### config.mk
export PLATFORM = sky130hd
export DESIGN_NAME = demux_2to4_l1
export DESIGN_NICKNAME = d
export VERILOG_FILES = /design/src/rtl/demux_2to4_l1.sv
export SDC_FILE = /design/constraint.sdc
export NUM_CORES = 1
export LEC_CHECK = 0
export CORE_ASPECT_RATIO = 0.5
export CORE_MARGIN = 2
export CORE_UTILIZATION = 30
export CTS_BUF_LIST = sky130_fd_sc_hd__clkbuf_16
export DETAILED_ROUTE_END_ITERATION = 8
export PLACE_DENSITY = 0.66
export SYNTH_ARGS = -nofsm -noshare
export SYNTH_HDL_FRONTEND = slang
export SYNTH_SLANG_ARGS = --single-unit
### constraint.sdc
create_clock -name clk_2f -period 1.1 [get_ports clk_2f]
set_input_delay 0.11 -clock clk_2f [delete_from_list [all_inputs] [get_ports clk_2f]]
set_output_delay 0.11 -clock clk_2f [all_outputs]
set_load 0.005 [all_outputs]
### src/rtl/demux_2to4_l1.sv
// demux_2to4_l1
// Deserialises two independent double-rate lanes into four parallel words.
// Each lane carries a word pair across an even slot and an odd slot of clk_2f.
// The even-slot word is parked in a hold register. On the odd-slot edge the
// pair is presented together. Outputs therefore change only on odd-slot edges
// and hold for two clk_2f cycles, which is one clk_f period.
module demux_2to4_l1 #(
  parameter int WIDTH = 8
) (
  input  logic             clk_2f,
  input  logic             reset,
  input  logic [WIDTH-1:0] data_in1,
  input  logic             valid_in1,
  input  logic [WIDTH-1:0] data_in2,
  input  logic             valid_in2,
  output logic [WIDTH-1:0] data_out0,
  output logic [WIDTH-1:0] data_out1,
  output logic [WIDTH-1:0] data_out2,
  output logic [WIDTH-1:0] data_out3,
  output logic             valid_out0,
  output logic             valid_out1,
  output logic             valid_out2,
  output logic             valid_out3,
  output logic             selector
);

  typedef enum logic {
    PHASE_EVEN = 1'b0,
    PHASE_ODD  = 1'b1
  } phase_t;

  phase_t           phase;
  logic [WIDTH-1:0] hold_a_data;
  logic             hold_a_valid;
  logic [WIDTH-1:0] hold_b_data;
  logic             hold_b_valid;

  assign selector = phase;

  // Phase toggle, even-slot capture and odd-slot output update. Invalid slots are zeroed so stale data never leaks out.
  always_ff @(posedge clk_2f) begin
    if (reset) begin
      phase        <= PHASE_EVEN;
      hold_a_data  <= '0;
      hold_a_valid <= 1'b0;
      hold_b_data  <= '0;
      hold_b_valid <= 1'b0;
      data_out0    <= '0;
      data_out1    <= '0;
      data_out2    <= '0;
      data_out3    <= '0;
      valid_out0   <= 1'b0;
      valid_out1   <= 1'b0;
      valid_out2   <= 1'b0;
      valid_out3   <= 1'b0;
    end else if (phase == PHASE_EVEN) begin
      hold_a_data  <= valid_in1 ? data_in1 : '0;
      hold_a_valid <= valid_in1;
      hold_b_data  <= valid_in2 ? data_in2 : '0;
      hold_b_valid <= valid_in2;
      phase        <= PHASE_ODD;
    end else begin
      data_out0    <= hold_a_data;
      valid_out0   <= hold_a_valid;
      data_out1    <= valid_in1 ? data_in1 : '0;
      valid_out1   <= valid_in1;
      data_out2    <= hold_b_data;
      valid_out2   <= hold_b_valid;
      data_out3    <= valid_in2 ? data_in2 : '0;
      valid_out3   <= valid_in2;
      phase        <= PHASE_EVEN;
    end
  end

endmodule

Yosys cells after proc, flatten, opt, wreduce, memory -nomap -nowiden
Index checks and enable logic that the tools add are counted.
{"block": "word_totals", "reg_bits": 55}
{"block": "op_classes", "n_mux": 3}
{"op": "8-bit two-way mux", "count": 2}
{"op": "1-bit two-way mux", "count": 1}

Depth between registers and ports, before layout
{"block": "logic_depth", "ltp_word": 1, "depth_mapped": 5, "mapped_depth_nobuf": 2}

Worst setup path after synthesis
No wires, ideal clock.
{"block": "synth_timing", "path_type": "register to register", "startpoint": "register phase, in the netlist selector", "endpoint": "register valid_out1", "setup_time_ps": 128, "arrival_ps": 908, "path_slack_ps": 65, "stages_incl_launch_ff": 5, "n_path_buf": 2, "period_less_slack_ps": 1035, "path_cell_list": "dfxtp_1 > buf_2 > buf_4 > mux2i_1 > nor2_1"}
{"item": "start: declaration", "line": "32", "rtl": "phase_t phase;"}
{"item": "start signal: assignment", "line": "43", "rtl": "phase <= PHASE_EVEN;"}
{"item": "start signal: assignment", "line": "61", "rtl": "phase <= PHASE_ODD;"}
{"item": "start signal: assignment", "line": "71", "rtl": "phase <= PHASE_EVEN;"}
{"item": "end signal: assignment", "line": "66", "rtl": "valid_out1 <= valid_in1;"}
{"item": "end: declaration", "line": "21", "rtl": "output logic valid_out1,"}

Worst setup path in the final report
{"block": "layout_timing", "startpoint": "register phase, in the netlist selector", "endpoint": "output port selector"}
{"item": "end: declaration", "line": "24", "rtl": "output logic selector"}
No word-level cell between the ends.

==> summary.md <==
For the finished layout, the period the worst path requires is 1.02 ns. The x dimension of the die is 118 um. The pin count of the biggest net entering global routing is 29. Summed over all instances, the cell type with the most area after synthesis is sky130_fd_sc_hd__dfxtp_1.

For flop-to-flop paths, the worst setup slack is 0.12 ns. The number of buffer and inverter instances along the worst setup path is 1, and the worst-case hold slack is 0.208 ns. Count of non-filler cells in the finished layout: 350. The clock tree skew after final layout is 0.00282 ns. The number of cells on the worst reg-to-reg path is 3. sky130_fd_sc_hd__dfxtp_1 is the most common cell in the netlist. Input and output buffers added on the ports amount to 56.

The floorplan step set the die height to 61.1 um. The clock network latency to the later pin of the worst-skew pair was 0.28 ns; the average cell area after synthesis was 9.68 sq um. The number of nets handed over by synthesis was 222. Of the cells placed in the final design, the portion with a size suffix greater than 1 is 14.5%.

The run finished with clean final reports. The run gives 0 as the yosys synthesis warning count. The number of enable-type register cells in the synthesized netlist works out to 0. The logs give 0 for the count of max-cap constraint violations and 4.42 mm for the sum of routed wire length over all layers.

In this run the power density over the cells is 1440 nW/um^2. The number of primary I/O pins came out at 57. The number of global-route vias before repair came out at 1580. Total count of hold-check failures in the final report: 0.

In this run the most critical hold path is launched from reset. For the H-tree depth reported by CTS, the log shows 2. The signal on the critical path passes through dlygate4sd2_1. Counting flops and latches in the post-synthesis netlist gives 55. In this run the worst path has a maximum fanout of 6. For this run, design rule violations remaining after detail routing come to 0. With fillers left out, the area of the finished cells amounts to 2780 sq um. The logs give 1569 for the total via count after detailed routing and 3.09 mm for the HPWL reported at the end of detailed placement. In the global route stage, overall resource usage came out at 12.3%. For this run, asynchronously set or reset flops after synthesis account for 0%. Slowest cell on the critical path: sky130_fd_sc_hd__dfxtp_4. The commonest cells after synthesis are 55 x sky130_fd_sc_hd__dfxtp_1, 37 x sky130_fd_sc_hd__nand2b_1, 34 x sky130_fd_sc_hd__nand2_1, 23 x sky130_fd_sc_hd__o22ai_1, 20 x sky130_fd_sc_hd__a21oi_1. The average via count per standard cell came out at 4.48. Global routing finished with a remaining overflow of 0.

The worst slew margin relative to its limit came out at 81.2%. Clock tree synthesis found a total of 55 sinks. In the post-synthesis netlist, the biggest area contributors are sky130_fd_sc_hd__dfxtp_1 56%, sky130_fd_sc_hd__nand2b_1 12%, sky130_fd_sc_hd__o22ai_1 7.4%, sky130_fd_sc_hd__nand2_1 6.5%, sky130_fd_sc_hd__o22ai_2 5.8%. Setup violations remaining at the end of the flow were counted as 0. The path with the worst hold slack has its endpoint at valid_out3.

Counting along the longest clock path gives a buffer depth of 2. The depth of the worst hold-timing path is 3, and the cell total after placement is 341. The fill cell instance count of the final layout is 621. The sequential cells in the finished layout cover a total of 1110 sq um.

Setup repair after global routing left no endpoint under its margin. The critical path capture point type was an output port. The run gives 7.13 mm as the first-pass GRT wire length. The floorplan has 20 rows. The synthesis-to-finish area growth is 42.3%.

STA classifies the critical path startpoint as a register. On the critical path the largest part of the delay comes from flip-flops. The clock slew seen by the registers of the worst setup and hold paths works out to 0.06 ns.

In this run the clock root is driven by a sky130_fd_sc_hd__clkbuf_16. The actual transition at the worst max-transition pin came out at 0.282 ns. In this run the critical register-to-register path is captured at hold_a_data[5].

The launch point of the worst reg-to-reg path was selector. The launching element of the worst setup path is selector. The repair_antennas step left the layout with diodes totalling 0. The multi-input combinational cells in the finished layout cover a total of 771 sq um.

The run gives 281 as the net total in the final layout. Yosys mapped the design onto 14 distinct sky130hd cell types. The post-synthesis instance area was 1950 sq um; the placement-stage worst setup slack was -0.00210 ns. TritonCTS built the clock tree. For the worst setup path, the data required time is 0.99 ns. The number of buffers added by the clock tree synthesis step was 5; the final core area utilization was 45.0%. The detailed router finished its first iteration with 63 violations. The upper clock frequency limit came out at 978 MHz. Summing the sequential cell areas from Yosys gives 56.3% of the chip area.

The number of antenna violations at the first check in global routing came out at 0. Classification of the worst-slack hold path: in2reg. The tools report the starting density of the core as 31.6%. The die covers 7220 sq um. The remaining number of nets flagged by the antenna check after routing was 0; the biggest cell delay along the critical path was 0.37 ns.

After layout, the worst path uses 93.0% of the clock period. The area of the core is 6180 sq um. The run gives 0.728 as the global placer's final weighted congestion. The worst setup path is of the reg2out kind.

The run gives 4 as the iteration count of the initial detailed-routing pass. For the final setup slack of the worst path, the log shows 0.0770 ns. STA puts the critical path data arrival time at 0.91 ns. The run gives 0 as the number of buffers inserted by hold repair at cts.

In this run the static leakage power is 1.17 nW. The cell count after synthesis came out at 202. The max-slew violation count came out at 0. The predominant post-synthesis flop cell was sky130_fd_sc_hd__dfxtp_1. After detailed routing, the average wire length per cell comes to 12.6 um. The share of Yosys cell area claimed by the top area cell type works out to 56.3%. Once placement finished, the instance area stood at 2620 sq um. The worst-case IR drop observed on VDD is 0.895 mV.
-- final cells by class --
type / instances / area share [%]
Clock inverter: 3 / 0.450
Multi-Input combinational cell: 128 / 27.7
Tap cell: 88 / 3.96
Sequential cell: 55 / 39.9
Inverter: 1 / 0.135
Timing Repair Buffer: 70 / 23.4
Clock buffer: 5 / 4.50
-- worst max path at each step --
stage | endpoint | slack [ns] | cells past startpoint
2_1_floorplan | valid_out1 | 0.06 | 4
3_3_place_gp | valid_out1 | 0.05 | 3
3_5_place_dp | valid_out1 | -0.002 | 3
4_1_cts | hold_a_data[5] | -0.01 | 4
5_1_grt | selector | 0.04 | 1
6_report | selector | 0.08 | 1
-- cells in the final DEF (no fill, tap or decap), types with 3 or more instances in the layout --
| cell type | Yosys | final |
|---|---|---|
| sky130_fd_sc_hd__a21oi_1 | 20 | 20 |
| sky130_fd_sc_hd__buf_4 | 1 | 10 |
| sky130_fd_sc_hd__clkbuf_16 | 0 | 6 |
| sky130_fd_sc_hd__clkdlybuf4s50_1 | 0 | 18 |
| sky130_fd_sc_hd__dfxtp_1 | 55 | 51 |
| sky130_fd_sc_hd__dfxtp_2 | 0 | 3 |
| sky130_fd_sc_hd__dlygate4sd2_1 | 0 | 37 |
| sky130_fd_sc_hd__inv_1 | 1 | 3 |
| sky130_fd_sc_hd__nand2_1 | 34 | 34 |
| sky130_fd_sc_hd__nand2b_1 | 37 | 37 |
| sky130_fd_sc_hd__o22ai_1 | 23 | 20 |
| sky130_fd_sc_hd__o22ai_2 | 9 | 12 |
-- metrics by stage --
stage	TNS, ns	total power, W
2_1_floorplan	0	0.00238
3_3_place_gp	0	0.00258
3_5_place_dp	-0.00210	0.00259
4_1_cts	-0.0137	0.00405
5_1_grt	0	0.00417
6_report	0	0.00402
-- cells by family (layout without fill, tap and decap cells) --
logic type      count (synthesis)  after routing  share of synthesized area, %
buf+inv                        19             79                          5.31
flops                          55             55                          56.3
mux                             2              2                          1.02
simple gates                   74             74                          19.1
compound gates                 52             52                          18.2
-- timing repair --
action | 4_1_cts | 5_1_grt
setup buffers | 1 | 0
setup endpoints to repair | 40 | 12
gates resized for setup | 47 | 4
cloned | 0 | 1
pin swaps | 0 | 1
-- report_power, final --
group	switching (W)	internal (W)
Clock	0.000649	0.000824
Sequential	0.0000332	0.00207
Combinational	0.000203	0.000242
-- layer usage --
metal	vias up	GRT usage [%]	wire length [um]
met1	739	14.7	2070
met2	21	22.3	2180
met5	-	0	0
li1	805	-	-
met4	0	3.79	40
met3	4	3.52	131
-- sequential cells by signal, indices dropped and copies added, names as in the netlist --
signal        count
data_out0         8
data_out1         8
data_out2         8
data_out3         8
hold_a_data       8
hold_b_data       8
hold_a_valid      1
hold_b_valid      1
selector          1
valid_out0        1
valid_out1        1
valid_out2        1
valid_out3        1
No activity file was read; power rests on OpenSTA's default activity.
